<file path="src/rtl/prism_cfg_pkg.sv">
// Shared register map, bit positions and FSM encodings for the PRISM configuration loader.
package prism_cfg_pkg;

    localparam logic [5:0] OFF_DATA_LO = 6'h00;
    localparam logic [5:0] OFF_DATA_HI = 6'h04;
    localparam logic [5:0] OFF_CTRL    = 6'h08;
    localparam logic [5:0] OFF_STATUS  = 6'h0C;
    localparam logic [5:0] OFF_RD_LO   = 6'h10;
    localparam logic [5:0] OFF_RD_HI   = 6'h14;
    localparam logic [5:0] REG_SPAN    = 6'h18;

    localparam int unsigned CTRL_MODE    = 0;
    localparam int unsigned CTRL_IDX_LSB = 4;
    localparam int unsigned CTRL_LOCK    = 8;
    localparam int unsigned CTRL_CLEAR   = 9;

    localparam int unsigned STAT_BUSY     = 0;
    localparam int unsigned STAT_VALID    = 1;
    localparam int unsigned STAT_ERR      = 2;
    localparam int unsigned STAT_IRQ      = 3;
    localparam int unsigned STAT_LOCKED   = 4;
    localparam int unsigned STAT_MASK_LSB = 16;

    localparam int unsigned IDX_W = 4;

    typedef logic [1:0] fsm_state_t;
    localparam fsm_state_t ST_IDLE  = 2'd0;
    localparam fsm_state_t ST_LOAD  = 2'd1;
    localparam fsm_state_t ST_CLEAR = 2'd2;

    // Entry indices are 4 bits wide but DEPTH may be smaller; guard every array access.
    function automatic logic idx_in_range(input logic [IDX_W-1:0] idx, input int unsigned depth);
        return 32'(idx) < depth;
    endfunction

endpackage

</file>
<file path="src/rtl/prism_cfg_store.sv">
// WIDTH x DEPTH flop store: shift-in, indexed write, indexed zero, flattened output and read mux.
module prism_cfg_store
    import prism_cfg_pkg::*;
#(
    parameter int unsigned WIDTH = 48,
    parameter int unsigned DEPTH = 8
) (
    input  logic                     clk,
    input  logic                     rst_n,
    input  logic                     shift_en,
    input  logic                     idx_wr_en,
    input  logic [IDX_W-1:0]         wr_idx,
    input  logic [WIDTH-1:0]         wr_data,
    input  logic                     zero_en,
    input  logic [IDX_W-1:0]         zero_idx,
    input  logic [IDX_W-1:0]         rd_idx,
    output logic [WIDTH-1:0]         rd_data,
    output logic [WIDTH*DEPTH-1:0]   cfg_bus
);

    localparam int unsigned AW = $clog2(DEPTH);

    logic [WIDTH-1:0] mem [DEPTH];

    always_ff @(posedge clk) begin
        if (!rst_n) begin
            for (int unsigned i = 0; i < DEPTH; i++) begin
                mem[i] <= '0;
            end
        end else if (shift_en) begin
            mem[0] <= wr_data;
            for (int unsigned i = 1; i < DEPTH; i++) begin
                mem[i] <= mem[i-1];
            end
        end else if (idx_wr_en) begin
            if (idx_in_range(wr_idx, DEPTH)) begin
                mem[wr_idx[AW-1:0]] <= wr_data;
            end
        end else if (zero_en) begin
            if (idx_in_range(zero_idx, DEPTH)) begin
                mem[zero_idx[AW-1:0]] <= '0;
            end
        end
    end

    always_comb begin
        cfg_bus = '0;
        for (int unsigned i = 0; i < DEPTH; i++) begin
            cfg_bus[i*WIDTH +: WIDTH] = mem[i];
        end
    end

    always_comb begin
        rd_data = '0;
        if (idx_in_range(rd_idx, DEPTH)) begin
            rd_data = mem[rd_idx[AW-1:0]];
        end
    end

endmodule

</file>
<file path="src/rtl/prism_cfg_loader.sv">
// PRISM configuration loader: bus decode, staging register, commit/clear FSM, valid mask and flags.
module prism_cfg_loader
    import prism_cfg_pkg::*;
#(
    parameter int unsigned WIDTH = 48,
    parameter int unsigned DEPTH = 8,
    parameter logic [5:0]  BASE  = 6'h08
) (
    input  logic                     clk,
    input  logic                     rst_n,
    input  logic [5:0]               address,
    input  logic [31:0]              data_in,
    input  logic [1:0]               data_write_n,
    input  logic [1:0]               data_read_n,
    output logic [31:0]              data_out,
    output logic                     data_ready,
    output logic [WIDTH*DEPTH-1:0]   cfg_bus,
    output logic                     cfg_valid,
    output logic                     busy,
    output logic                     irq
);

    localparam int unsigned      AW   = $clog2(DEPTH);
    localparam logic [IDX_W-1:0] LAST = IDX_W'(DEPTH - 1);

    fsm_state_t        state;
    logic [WIDTH-1:0]  stage;
    logic [DEPTH-1:0]  mask;
    logic              mode;
    logic [IDX_W-1:0]  idx;
    logic              lock;
    logic              err;
    logic              irq_pend;
    logic              cfg_valid_q;
    logic [IDX_W-1:0]  clr_cnt;

    logic              hit;
    logic [5:0]        off;
    logic              wr_any, wr_word, rd_any;
    logic              wr_lo, wr_hi, wr_ctrl, wr_stat;
    logic              commit_req, clear_req, commit_go, clear_go, err_set;
    logic [WIDTH-1:0]  rd_data;
    logic [31:0]       status_word, ctrl_word;

    assign hit     = ({1'b0, address} >= {1'b0, BASE}) &&
                     ({1'b0, address} <  ({1'b0, BASE} + {1'b0, REG_SPAN}));
    assign off     = address - BASE;
    assign wr_any  = data_write_n != 2'b11;
    assign wr_word = data_write_n == 2'b10;
    assign rd_any  = data_read_n  != 2'b11;

    assign wr_lo   = hit && wr_word && (off == OFF_DATA_LO);
    assign wr_hi   = hit && wr_word && (off == OFF_DATA_HI);
    assign wr_ctrl = hit && wr_any  && (off == OFF_CTRL);
    assign wr_stat = hit && wr_any  && (off == OFF_STATUS);

    assign busy       = state != ST_IDLE;
    assign commit_req = wr_hi;
    assign clear_req  = wr_ctrl && data_in[CTRL_CLEAR];
    assign commit_go  = commit_req && !busy && !lock;
    assign clear_go   = clear_req  && !busy && !lock;
    assign err_set    = (commit_req || clear_req) && (busy || lock);

    assign cfg_valid  = &mask;
    assign irq        = irq_pend;
    assign data_ready = 1'b1;

    always_ff @(posedge clk) begin
        if (!rst_n) begin
            state       <= ST_IDLE;
            stage       <= '0;
            mask        <= '0;
            mode        <= 1'b0;
            idx         <= '0;
            lock        <= 1'b0;
            err         <= 1'b0;
            irq_pend    <= 1'b0;
            cfg_valid_q <= 1'b0;
            clr_cnt     <= '0;
        end else begin
            if (wr_lo) stage[31:0]       <= data_in;
            if (wr_hi) stage[WIDTH-1:32] <= data_in[WIDTH-33:0];
            cfg_valid_q <= cfg_valid;

            if (wr_ctrl) begin
                mode <= data_in[CTRL_MODE];
                idx  <= data_in[CTRL_IDX_LSB +: IDX_W];
                if (data_in[CTRL_LOCK]) lock <= 1'b1;
            end

            // A CTRL write coinciding with the LOAD cycle owns idx; a clear entry overrides it with 0.
            case (state)
                ST_IDLE: begin
                    if (commit_go) begin
                        state <= ST_LOAD;
                    end else if (clear_go) begin
                        state   <= ST_CLEAR;
                        clr_cnt <= '0;
                        mask    <= '0;
                        idx     <= '0;
                    end
                end
                ST_LOAD: begin
                    state <= ST_IDLE;
                    if (!mode) begin
                        mask <= {mask[DEPTH-2:0], 1'b1};
                    end else begin
                        if (idx_in_range(idx, DEPTH)) mask[idx[AW-1:0]] <= 1'b1;
                        if (!wr_ctrl) idx <= (idx == LAST) ? '0 : idx + 1'b1;
                    end
                end
                ST_CLEAR: begin
                    clr_cnt <= clr_cnt + 1'b1;
                    if (clr_cnt == LAST) state <= ST_IDLE;
                end
                default: state <= ST_IDLE;
            endcase

            if (wr_stat && data_in[STAT_ERR]) err <= 1'b0;
            if (err_set) err <= 1'b1;

            if (wr_stat && data_in[STAT_IRQ]) irq_pend <= 1'b0;
            if (cfg_valid && !cfg_valid_q) irq_pend <= 1'b1;
        end
    end

    prism_cfg_store #(
        .WIDTH (WIDTH),
        .DEPTH (DEPTH)
    ) u_store (
        .clk       (clk),
        .rst_n     (rst_n),
        .shift_en  ((state == ST_LOAD) && !mode),
        .idx_wr_en ((state == ST_LOAD) && mode),
        .wr_idx    (idx),
        .wr_data   (stage),
        .zero_en   (state == ST_CLEAR),
        .zero_idx  (clr_cnt),
        .rd_idx    (idx),
        .rd_data   (rd_data),
        .cfg_bus   (cfg_bus)
    );

    always_comb begin
        status_word                           = '0;
        status_word[STAT_BUSY]                = busy;
        status_word[STAT_VALID]               = cfg_valid;
        status_word[STAT_ERR]                 = err;
        status_word[STAT_IRQ]                 = irq_pend;
        status_word[STAT_LOCKED]              = lock;
        status_word[STAT_MASK_LSB +: DEPTH]   = mask;

        ctrl_word                             = '0;
        ctrl_word[CTRL_MODE]                  = mode;
        ctrl_word[CTRL_IDX_LSB +: IDX_W]      = idx;
        ctrl_word[CTRL_LOCK]                  = lock;
    end

    always_comb begin
        data_out = '0;
        if (hit && rd_any) begin
            case (off)
                OFF_CTRL:   data_out = ctrl_word;
                OFF_STATUS: data_out = status_word;
                OFF_RD_LO:  data_out = rd_data[31:0];
                OFF_RD_HI:  data_out = 32'(rd_data[WIDTH-1:32]);
                default:    data_out = '0;
            endcase
        end
    end

endmodule

</file>
<file path="config.mk">
export PLATFORM = sky130hd
export DESIGN_NAME = prism_cfg_loader
export DESIGN_NICKNAME = d
export VERILOG_FILES = /design/src/rtl/prism_cfg_pkg.sv /design/src/rtl/prism_cfg_store.sv /design/src/rtl/prism_cfg_loader.sv
export SDC_FILE = /design/constraint.sdc
export NUM_CORES = 1
export LEC_CHECK = 0
export CAP_MARGIN = 20
export CORE_MARGIN = 3
export CORE_UTILIZATION = 40
export CTS_BUF_LIST = sky130_fd_sc_hd__clkbuf_4 sky130_fd_sc_hd__clkbuf_8
export CTS_CLUSTER_DIAMETER = 50
export DETAILED_ROUTE_END_ITERATION = 6
export GPL_TIMING_DRIVEN = 0
export PLACE_DENSITY_LB_ADDON = 0.12
export SLEW_MARGIN = 20
export SYNTH_ARGS = -nofsm -noshare
export SYNTH_HDL_FRONTEND = slang
export SYNTH_SLANG_ARGS = --single-unit
export TNS_END_PERCENT = 20
</file>
<file path="constraint.sdc">
create_clock -name clk -period 4.1 [get_ports clk]
set_input_delay 0.82 -clock clk [delete_from_list [all_inputs] [get_ports clk]]
set_output_delay 0.82 -clock clk [all_outputs]
set_load 0.01 [all_outputs]
</file>
==> results.yml <==
sta:
  setup_slack_ns: -0.0154
  setup_viol: 1
  rsz0062_at_grt: "true"
  finalHoldViolCount: 0
  worst_slew_pin_slew_ns: 1.08
  slew_violations: 0
  finalCriticalPeriod_ns: 4.12
  whs_ns: 0.510
  period_share_pct: 100
  max_slew_margin_pct: 27.9
  finalClockSkew_ns: 0.0354
  max_freq_ghz: 0.243
placement:
  place_area_um2: 28000
  place.gp.congestion: 0.970
  dp_hpwl_mm: 82.9
  port_buffers: 460
  dp_slack_ns: -1.38
detailed_routing:
  drcViolationCount: 0
  drt-initial-drc-count: 3609
  wl_per_cell_um: 36.0
  dr.pass1.iters: 6
  ant_nets: 0
  vias: 21800
  via_per_inst: 6.52
  postRouteWirelength_mm: 120
synthesis:
  synth_xor_area_share_pct: 0.118
  synth-adder-area-share_pct: 0.225
  synth_mux_area_share_pct: 7.58
  syn_area_um2: 22200
  synth_edf_count: 384
  synth-simple-area-share_pct: 12.3
  syn_area_per_cell_um2: 11.3
  synth_compound_area_share_pct: 17.7
  yosysUniqueCellTypes: 69
  synth-seq-cells: 455
  synth_top_family_by_area: "compound AO/OA/AOI/OAI gates"
  synth_nets: 2016
  synth_async_sr_flop_share_pct: 0
  ys_seq_area_share_pct: 58.2
  syn-instance-count: 1968
  synth_ff_type: "edfxtp_1"
  yosys_warnings: 0
finish:
  final_nets: 2581
  syn_to_final_growth_pct: 37.3
  mostFrequentLayoutCell: "clkdlybuf4s50_1"
  layout-drive-gt1-share_pct: 17.0
  stdcell_area_um2: 30600
  fin_util_pct: 56.1
  fillCellCount: 4852
  final_cell_mix: "clkdlybuf4s50_1, edfxtp_1, nand2_1, o21ai_0, a22o_1"
cts:
  cts_sinks: 455
  cts_tree: "yes"
  cts_root_buffer: "clkbuf_8"
  hold_buffers: 0
  numCtsBuffers: 82
  path_clk_slew_ns: 0.06
  ctsHtreeMaxLevel: 3
  clk_latency_ns: 0.72
  clock_path_buffers: 3
die:
  num_rows: 85
  start_util_pct: 40.9
  die_w_um: 242
  die_y_um: 242
  core-area_um2: 54500
  dieArea_um2: 58500
  num_io_pins: 464
power_and_ir_drop:
  p_sw_share_pct: 25.5
  sequentialPowerShare_pct: 50.1
  leakage_nw: 10.5
  finalPower_w: 0.0107
  combinationalPowerShare_pct: 8.2
  ir_worst_vdd_uv: 202
  cellPowerDensity_nw_per_um2: 350
  p_sw_w: 0.00273
  p_int_w: 0.00798
  clkPwrFrac_pct: 41.7
setup_path:
  worstSetupStartpointType: "primary input"
  crit_type: "in -> out"
  crit_fanout: 10
  crit_path_end_kind: "output port"
  rr_worst_depth: 7
  critPathArrivalTime_ns: 3.30
  required_ns: 3.28
worst_hold_path:
  worstHoldPathCells: 2
  hold_class: "reg -> reg"
global_routing:
  grt.total_usage_pct: 39.7
  grt_pass1_vias: 21100
  grt_overflow: 0
  grt_max_degree: 35
  grt_antenna_before_repair: 8
  grt_pass1_wl_mm: 165
run_status:
  outcome: "finished with violations"
  violations: "negative setup slack"
job:
  maxCapViolCount: 0
[layout make-up]
cell class                 instances  area [um^2]  share of cell area, %
antenna                            3         7.51                 0.0246
buffer                           163         1120                   3.67
clock buffer                     127         1500                   4.90
clock inverter                    24          146                  0.479
inverter                          11         43.8                  0.143
multi-input combinational       1335         8900                   29.1
sequential                       455        13000                   42.4
tap                              739          925                   3.03
timing repair buffer             485         4960                   16.2
[sequential cells by signal (all words and copies together) (netlist names)]
signal / flops
stage: 48
idx: 4
u_store.mem: 384
mode: 1
mask: 8
cfg_valid_q: 1
err: 1
clr_cnt: 4
irq: 1
state: 2
lock: 1
[cells in the mapped netlist (all sizes together) (8+ instances only)]
| cell type | instances | area share (%) |
|---|---|---|
| edfxtp | 384 | 52 |
| nand2 | 359 | 6.1 |
| o21ai | 272 | 6.1 |
| a22o | 114 | 4.5 |
| buf | 104 | 2.6 |
| nor2b | 75 | 2.1 |
| dfxtp | 71 | 6.4 |
| clkbuf | 63 | 1.1 |
| mux2i | 57 | 2.6 |
| nand3 | 56 | 1.3 |
| nor2 | 47 | 0.80 |
| a21oi | 44 | 1.0 |
| a22oi | 42 | 1.4 |
| mux2 | 39 | 2.0 |
| a21boi | 38 | 1.3 |
| mux4 | 30 | 3.0 |
| nor3 | 19 | 0.52 |
| a221oi | 12 | 0.47 |
| a221o | 11 | 0.49 |
| o211ai | 11 | 0.37 |
| o22ai | 11 | 0.31 |
| and2 | 10 | 0.28 |
| inv | 9 | 0.15 |
| a31oi | 8 | 0.22 |
[worst paths after layout]
kind | from | to | slack, ns
max | address[3] | data_out[28] | -0.02
min | err | err | 0.51
max reg2reg | idx[2] | u_store.mem[6][23] | 0.74
min reg2reg | err | err | 0.51
[cell families after synthesis]
kind of cell,after synthesis
other,1
XOR/XNOR,3
adder cells (fa/ha/maj),4
multiplexers,126
AO/OA/AOI/OAI,601
AND/OR/NAND/NOR,600
buffers and inverters,178
flip-flops,455
[worst max-delay path, stage by stage]
cell,delay [ns]
dlygate4sd2_1,0.32
buf_6,0.18
inv_1,0.06
ha_2,0.22
xor2_1,0.19
nor3_2,0.18
nand4_1,0.11
buf_4,0.19
clkbuf_8,0.22
nor2_1,0.21
clkdlybuf4s50_1,0.57
[per-stage QoR]
step                cells  TNS [ns]
floorplan            1968         0
global placement     3167   -577.65
detailed placement   3175    -30.84
CTS                  3333   -0.0852
global route         3340   -0.0517
finish               3342   -0.0154
[power by group through the flow]
| stage | clock network [W] | logic, W | registers, W |
|---|---|---|---|
| final | 0.00446 | 0.000880 | 0.00536 |
| after global routing | 0.00463 | 0.000898 | 0.00537 |
| after CTS | 0.00442 | 0.000865 | 0.00535 |
| after detailed placement | 0 | 0.000842 | 0.00545 |
| after global placement | 0 | 0.000812 | 0.00547 |
| after floorplan | 0 | 0.000219 | 0.00544 |
[repair_timing]
action | CTS | global route
resized for setup | 213 | 21
cloned | 0 | 0
pin swaps | 13 | 1
setup endpoints to repair | 32 | 22
setup buffers | 11 | 6
[layer usage]
layer / wire [um] / track usage [%] / up-vias
met5: 161 / 1.39 / -
met4: 7140 / 21.0 / 10
met3: 17400 / 14.9 / 433
met2: 53100 / 60.2 / 2055
met1: 42500 / 49.3 / 10700
li1: - / - / 8568
Note: power is estimated with default switching activity, not from simulation.
